File: src/rtl/divider_mem_writeback.sv
// divider_mem_writeback
// Return path from the eight divider units to scratch memory. One group of
// eight 32-bit quotients is accepted through a valid/ready handshake, packed
// into two 128-bit words and written to consecutive scratch-memory addresses
// under memory backpressure. After NUM_GROUPS groups a sticky done flag is set.
//
// Ports:
//   clk, reset        clock; synchronous active-high reset
//   enable            gates acceptance of new groups only
//   div_valid/ready   group handshake (div_ready = idle && enable)
//   quot1..quot8      divider results, quot1 = lowest lane
//   sc_mem_wr_*       scratch-memory write request/ready/address/data
//   wb_busy           group captured, writes outstanding
//   wb_done           sticky: NUM_GROUPS groups written
//
// Optional feature: define DIVWB_CLAMP_EN to saturate every quotient to
// 8 bits (values above 0xFF stored as 0xFF) before capture.

module divider_mem_writeback #(
  parameter int          ADDR_W     = 8,
  parameter int unsigned BASE_ADDR  = 0,
  parameter int unsigned NUM_GROUPS = 32
) (
  input  logic              clk,
  input  logic              reset,
  input  logic              enable,
  input  logic              div_valid,
  output logic              div_ready,
  input  logic [31:0]       quot1,
  input  logic [31:0]       quot2,
  input  logic [31:0]       quot3,
  input  logic [31:0]       quot4,
  input  logic [31:0]       quot5,
  input  logic [31:0]       quot6,
  input  logic [31:0]       quot7,
  input  logic [31:0]       quot8,
  output logic              sc_mem_wr_en,
  input  logic              sc_mem_wr_rdy,
  output logic [ADDR_W-1:0] sc_mem_wr_addr,
  output logic [127:0]      sc_mem_wr_data,
  output logic              wb_busy,
  output logic              wb_done
);

  localparam int CNT_W = $clog2(NUM_GROUPS + 1);
  localparam logic [ADDR_W-1:0] BASE     = ADDR_W'(BASE_ADDR);
  localparam logic [CNT_W-1:0]  LAST_GRP = CNT_W'(NUM_GROUPS - 1);

  typedef enum logic [1:0] {
    IDLE  = 2'd0,
    WR_LO = 2'd1,
    WR_HI = 2'd2,
    DONE  = 2'd3
  } state_t;

  state_t               state_q, state_d;
  logic [ADDR_W-1:0]    ptr_q, ptr_d;
  logic [CNT_W-1:0]     cnt_q, cnt_d;
  logic [7:0][31:0]     quot_q, quot_d;
  logic [7:0][31:0]     quot_in_s;
  logic [7:0][31:0]     capture_s;
  logic                 wr_en_q, wr_en_d;
  logic                 busy_q, busy_d;
  logic                 done_q, done_d;
  logic [127:0]         data_q, data_d;

  // Saturate one quotient to the 8-bit range.
  function automatic logic [31:0] clamp8(input logic [31:0] q);
    if (q > 32'h0000_00FF) begin
      return 32'h0000_00FF;
    end else begin
      return q;
    end
  endfunction

  assign quot_in_s = {quot8, quot7, quot6, quot5, quot4, quot3, quot2, quot1};

  // Value stored into the quotient registers on acceptance.
  always_comb begin
    capture_s = quot_in_s;
`ifdef DIVWB_CLAMP_EN
    for (int i = 0; i < 8; i++) begin
      capture_s[i] = clamp8(quot_in_s[i]);
    end
`else
    for (int i = 0; i < 8; i++) begin
      capture_s[i] = quot_in_s[i];
    end
`endif
  end

  // The only input-to-output path; held low while reset is asserted.
  assign div_ready = (state_q == IDLE) && enable && !reset;

  // Next-state, pointer, counter and capture logic plus next output values.
  always_comb begin
    state_d = state_q;
    ptr_d   = ptr_q;
    cnt_d   = cnt_q;
    quot_d  = quot_q;
    case (state_q)
      IDLE: begin
        if (div_valid && div_ready) begin
          quot_d  = capture_s;
          state_d = WR_LO;
        end else begin
          state_d = IDLE;
        end
      end
      WR_LO: begin
        if (sc_mem_wr_rdy) begin
          ptr_d   = ptr_q + ADDR_W'(1);
          state_d = WR_HI;
        end else begin
          state_d = WR_LO;
        end
      end
      WR_HI: begin
        if (sc_mem_wr_rdy) begin
          ptr_d   = ptr_q + ADDR_W'(1);
          cnt_d   = cnt_q + CNT_W'(1);
          state_d = (cnt_q == LAST_GRP) ? DONE : IDLE;
        end else begin
          state_d = WR_HI;
        end
      end
      DONE: begin
        state_d = DONE;
      end
      default: begin
        state_d = IDLE;
      end
    endcase

    // Outputs are registered from the next state so they track state_q.
    wr_en_d = (state_d == WR_LO) || (state_d == WR_HI);
    busy_d  = wr_en_d;
    done_d  = (state_d == DONE);
    case (state_d)
      WR_LO:   data_d = {quot_d[3], quot_d[2], quot_d[1], quot_d[0]};
      WR_HI:   data_d = {quot_d[7], quot_d[6], quot_d[5], quot_d[4]};
      default: data_d = 128'd0;
    endcase
  end

  // State, datapath and registered outputs with synchronous reset.
  always_ff @(posedge clk) begin
    if (reset) begin
      state_q <= IDLE;
      ptr_q   <= BASE;
      cnt_q   <= '0;
      quot_q  <= '0;
      wr_en_q <= 1'b0;
      busy_q  <= 1'b0;
      done_q  <= 1'b0;
      data_q  <= 128'd0;
    end else begin
      state_q <= state_d;
      ptr_q   <= ptr_d;
      cnt_q   <= cnt_d;
      quot_q  <= quot_d;
      wr_en_q <= wr_en_d;
      busy_q  <= busy_d;
      done_q  <= done_d;
      data_q  <= data_d;
    end
  end

  assign sc_mem_wr_en   = wr_en_q;
  assign sc_mem_wr_addr = ptr_q;
  assign sc_mem_wr_data = data_q;
  assign wb_busy        = busy_q;
  assign wb_done        = done_q;

endmodule
File: config.mk
export PLATFORM = sky130hd
export DESIGN_NAME = divider_mem_writeback
export DESIGN_NICKNAME = d
export VERILOG_FILES = /design/src/rtl/divider_mem_writeback.sv
export SDC_FILE = /design/constraint.sdc
export NUM_CORES = 1
export LEC_CHECK = 0
export ABC_AREA = 1
export CORE_ASPECT_RATIO = 1.75
export CORE_UTILIZATION = 51
export DETAILED_ROUTE_END_ITERATION = 12
export PLACE_DENSITY = 0.84
export SYNTH_ARGS = -nofsm -noshare
export SYNTH_HDL_FRONTEND = slang
export SYNTH_SLANG_ARGS = --single-unit
File: constraint.sdc
create_clock -name clk -period 5.4 [get_ports clk]
set_input_delay 1.08 -clock clk [delete_from_list [all_inputs] [get_ports clk]]
set_output_delay 1.08 -clock clk [all_outputs]
set_load 0.05 [all_outputs]
==> metrics.md <==
| Metric | Value |
|---|---|
| Status | finished, final reports clean |
| Vias/cell | 5.07 |
| Final critical-path share of the clock period | 0.704 |
| IO Port Bufs | 400 |
| Most frequent cell after synthesis | nand2_1 |
| Endpoints failing hold | 0 |
| Minimum clock period | 3.80 ns |
| Grt met1 use | 0.305 |
| Yosys reg bits | between 400 and 500 |
| Die Area | 34,800 µm² |
| Met3 Use GR | 0.0360 |
| Nets | between 3,000 and 4,000 |
| Hold crit path type | reg2reg |
| Die X | 141 µm |
| CTS resizes | 0 |
| Met2 Resource Use GR | 0.493 |
| Synth Area per Inst | 6.69 µm² |
| Post-DP HPWL | 31,400 µm |
| Post-synth top area share | 0.464 |
| Most common cell on crit path | clkdlybuf4s50_1 |
| Root buf cell | clkbuf_16 |
| Total CTS buffers | 36 |
| Max Slew Vio Count | 0 |
| RSZ-0062 raised after global routing | no |
| Critical path fanouts, max | 3 |
| Post-synth EDFFs | 0 |
| MaxCap Viol Count | 0 |
| Slew headroom | 0.205 |
| Startpoint Class | primary input |
| Initial antenna violation count | 3 |
| CP max stage delay | about 0.90 ns |
| Setup ws final | 1.60 ns |
| Kind of critical path | in2out |
| Crit end category | primary output |
| Clock latency at the later pin of the worst-skew pair | 0.52 ns |
| Pre-antenna DRT Iters | 7 |
| Max frequency | 263 MHz |
| Placed cell areas | 21,400 µm² |
| Layout cells sized above 1 | 0.0251 |
| Drt wl/cell | 14.7 µm |
| Cell Pwr Density | approximately 290 nW/µm² |
| Post-Synthesis Cells | 2,590 |
| Synthesis-to-layout area growth | 30.3% |
| DRT iter0 DRCs | 1,049 |
| Dominant synthesized flop cell | dfxtp_1 |
| Finished Cell Area | 22,600 µm² |
| Gr busiest metal | met2 |
| FP Rows | 89 |
| Gp weighted congestion | just under 0.9 |
| Req. time, crit path | 4.32 ns |
| Hold slack final | 0.512 ns |
| CTS Sinks | 402 |
| Routed vias | 17,100 |
| Setup tns final | 0 ns |
| Vias in the first global route | approximately 16,000 |
| P_leak | 10.3 nW |
| Register area | 8050 µm² |
| Post-CTS Setup Bufs | 0 |
| IO Pins | 401 |
| # fillers | ~2,800 |
| Initial Utilization | 0.516 |
| Final core utilization | 0.672 |
| Syn_nets | 2,861 |
| List of most frequent post-synthesis cells | nand2_1, inv_1, nand3_1 |
| Synth async-reset ratio | 0 |
| Cell Area, Synth | ~17,000 µm² |
| Syn. warnings | 0 |
| Final Setup Violations | 0 |
| CTS Hold Bufs | 0 |
| Longest Clk Path Bufs | 3 |
| Pin count of the biggest net entering global routing | 257 |
| Actual slew at the worst max-slew pin | 1.19 ns |
| Clk pin slew, worst setup/hold paths | 0.07 ns |
| R2r setup slk | 2.21 ns |
| CTS H-Tree Depth | 2 |
| Drt drc | 0 |
| Crit path arrival time | 2.72 ns |
| Placeable core area | 33,600 µm² |
| Overall Global Routing Usage | 0.277 |
| Setup WS pre-CTS | ~1.4 ns |
| Multi-input gate area | 6600 µm² |
| CTS tree | built |
| Die Height | 246 µm |
| Global-route wire length before repair | 77,500 µm |
| Congestion Overflow GR | 0 |
| Slowest-stage cell, CP | clkdlybuf4s50_1 |
| Peak VDD IR | 0.212 mV |
| CP cell instances | clkdlybuf4s50_1 > nand2_1 > nor2_4 > clkdlybuf4s50_1 |
| Clock Skews | 0.0126 ns |
| Cell variety after synth | 20 |
| Seq/Total Area, Yosys | 0.464 |
| Antenna viol nets, final | 0 |
| WL final | 49,400 µm |
| Synth area leader | dfxtp_1 |
| Ranking of synthesized cells by area | dfxtp_1, nand3_1, nand2_1, inv_1, nor2_1 |
-- through the flow --
step	std cells	power, mW
after floorplan	2590	3.66
after global placement	3299	3.97
after detailed placement	3299	3.99
after CTS	3360	6.63
after global routing	3363	6.85
final	3363	6.59
-- registers in the layout, indices dropped and copies added, names as in the netlist --
register	flops
quot_q	256
sc_mem_wr_addr	8
sc_mem_wr_data	128
cnt_q	6
state_q	2
wb_busy	1
wb_done	1
-- cells in the final DEF, fill, tap and decap left out, drive strengths merged --
master,count
clkdlybuf4s50,398
diode,3
nand3b,1
nand3,518
nand4,1
o21a,1
o21bai,1
xor2,1
bufinv,4
clkinv,4
nand2,536
inv,534
a21oi,135
nor2,281
nor3,3
dfxtp,402
clkbuf,55
ha,10
buf,12
o21ai,8
-- layout make-up --
cell class                 instances  share of cell area
multi-input combinational       1496               0.292
sequential                       402               0.356
antenna                            3            0.000332
inverter                         534              0.0888
clock buffer                      53              0.0472
tap                              455              0.0252
timing repair buffer             412               0.184
clock inverter                     8             0.00637
-- critical path, delay by kind of cell --
| kind | cells | cell delay, ns |
|---|---|---|
| buffers and inverters | 2 | 1.42 |
| AND/OR/NAND/NOR | 2 | 0.23 |
-- path summary, 6_finish.rpt --
kind | startpoint | endpoint | cells past startpoint
max | enable | div_ready | 4
min | cnt_q[0]$_SDFFE_PP0P_ | cnt_q[0]$_SDFFE_PP0P_ | 2
max reg2reg | state_q[0]$_SDFF_PP0_ | sc_mem_wr_data[85]$_SDFF_PP0_ | 9
min reg2reg | cnt_q[0]$_SDFFE_PP0P_ | cnt_q[0]$_SDFFE_PP0P_ | 2
-- metal layers --
metal,up-vias,share of wire
met1,7807,0.38
li1,8413,-
met2,683,0.50
met3,154,0.057
met4,0,0.064
met5,-,0
-- logic make-up (layout without fill, tap and decap cells) --
group	Yosys count	count (layout)	share of synthesized area
compound gates	145	145	0.0421
xor+xnor	1	1	0.000505
fa+ha+maj	10	10	0.00722
buf+inv	692	1007	0.157
flops	402	402	0.464
other cells	0	3	0
simple gates	1340	1340	0.329
-- report_power, final --
part	switching [mW]	internal, mW	leakage [nW]	total [mW]
registers	0.0307	3.08	3.27	3.11
logic	0.500	0.329	6.40	0.829
clock network	1.09	1.56	0.595	2.65
Power figures use the tool's default switching activity.
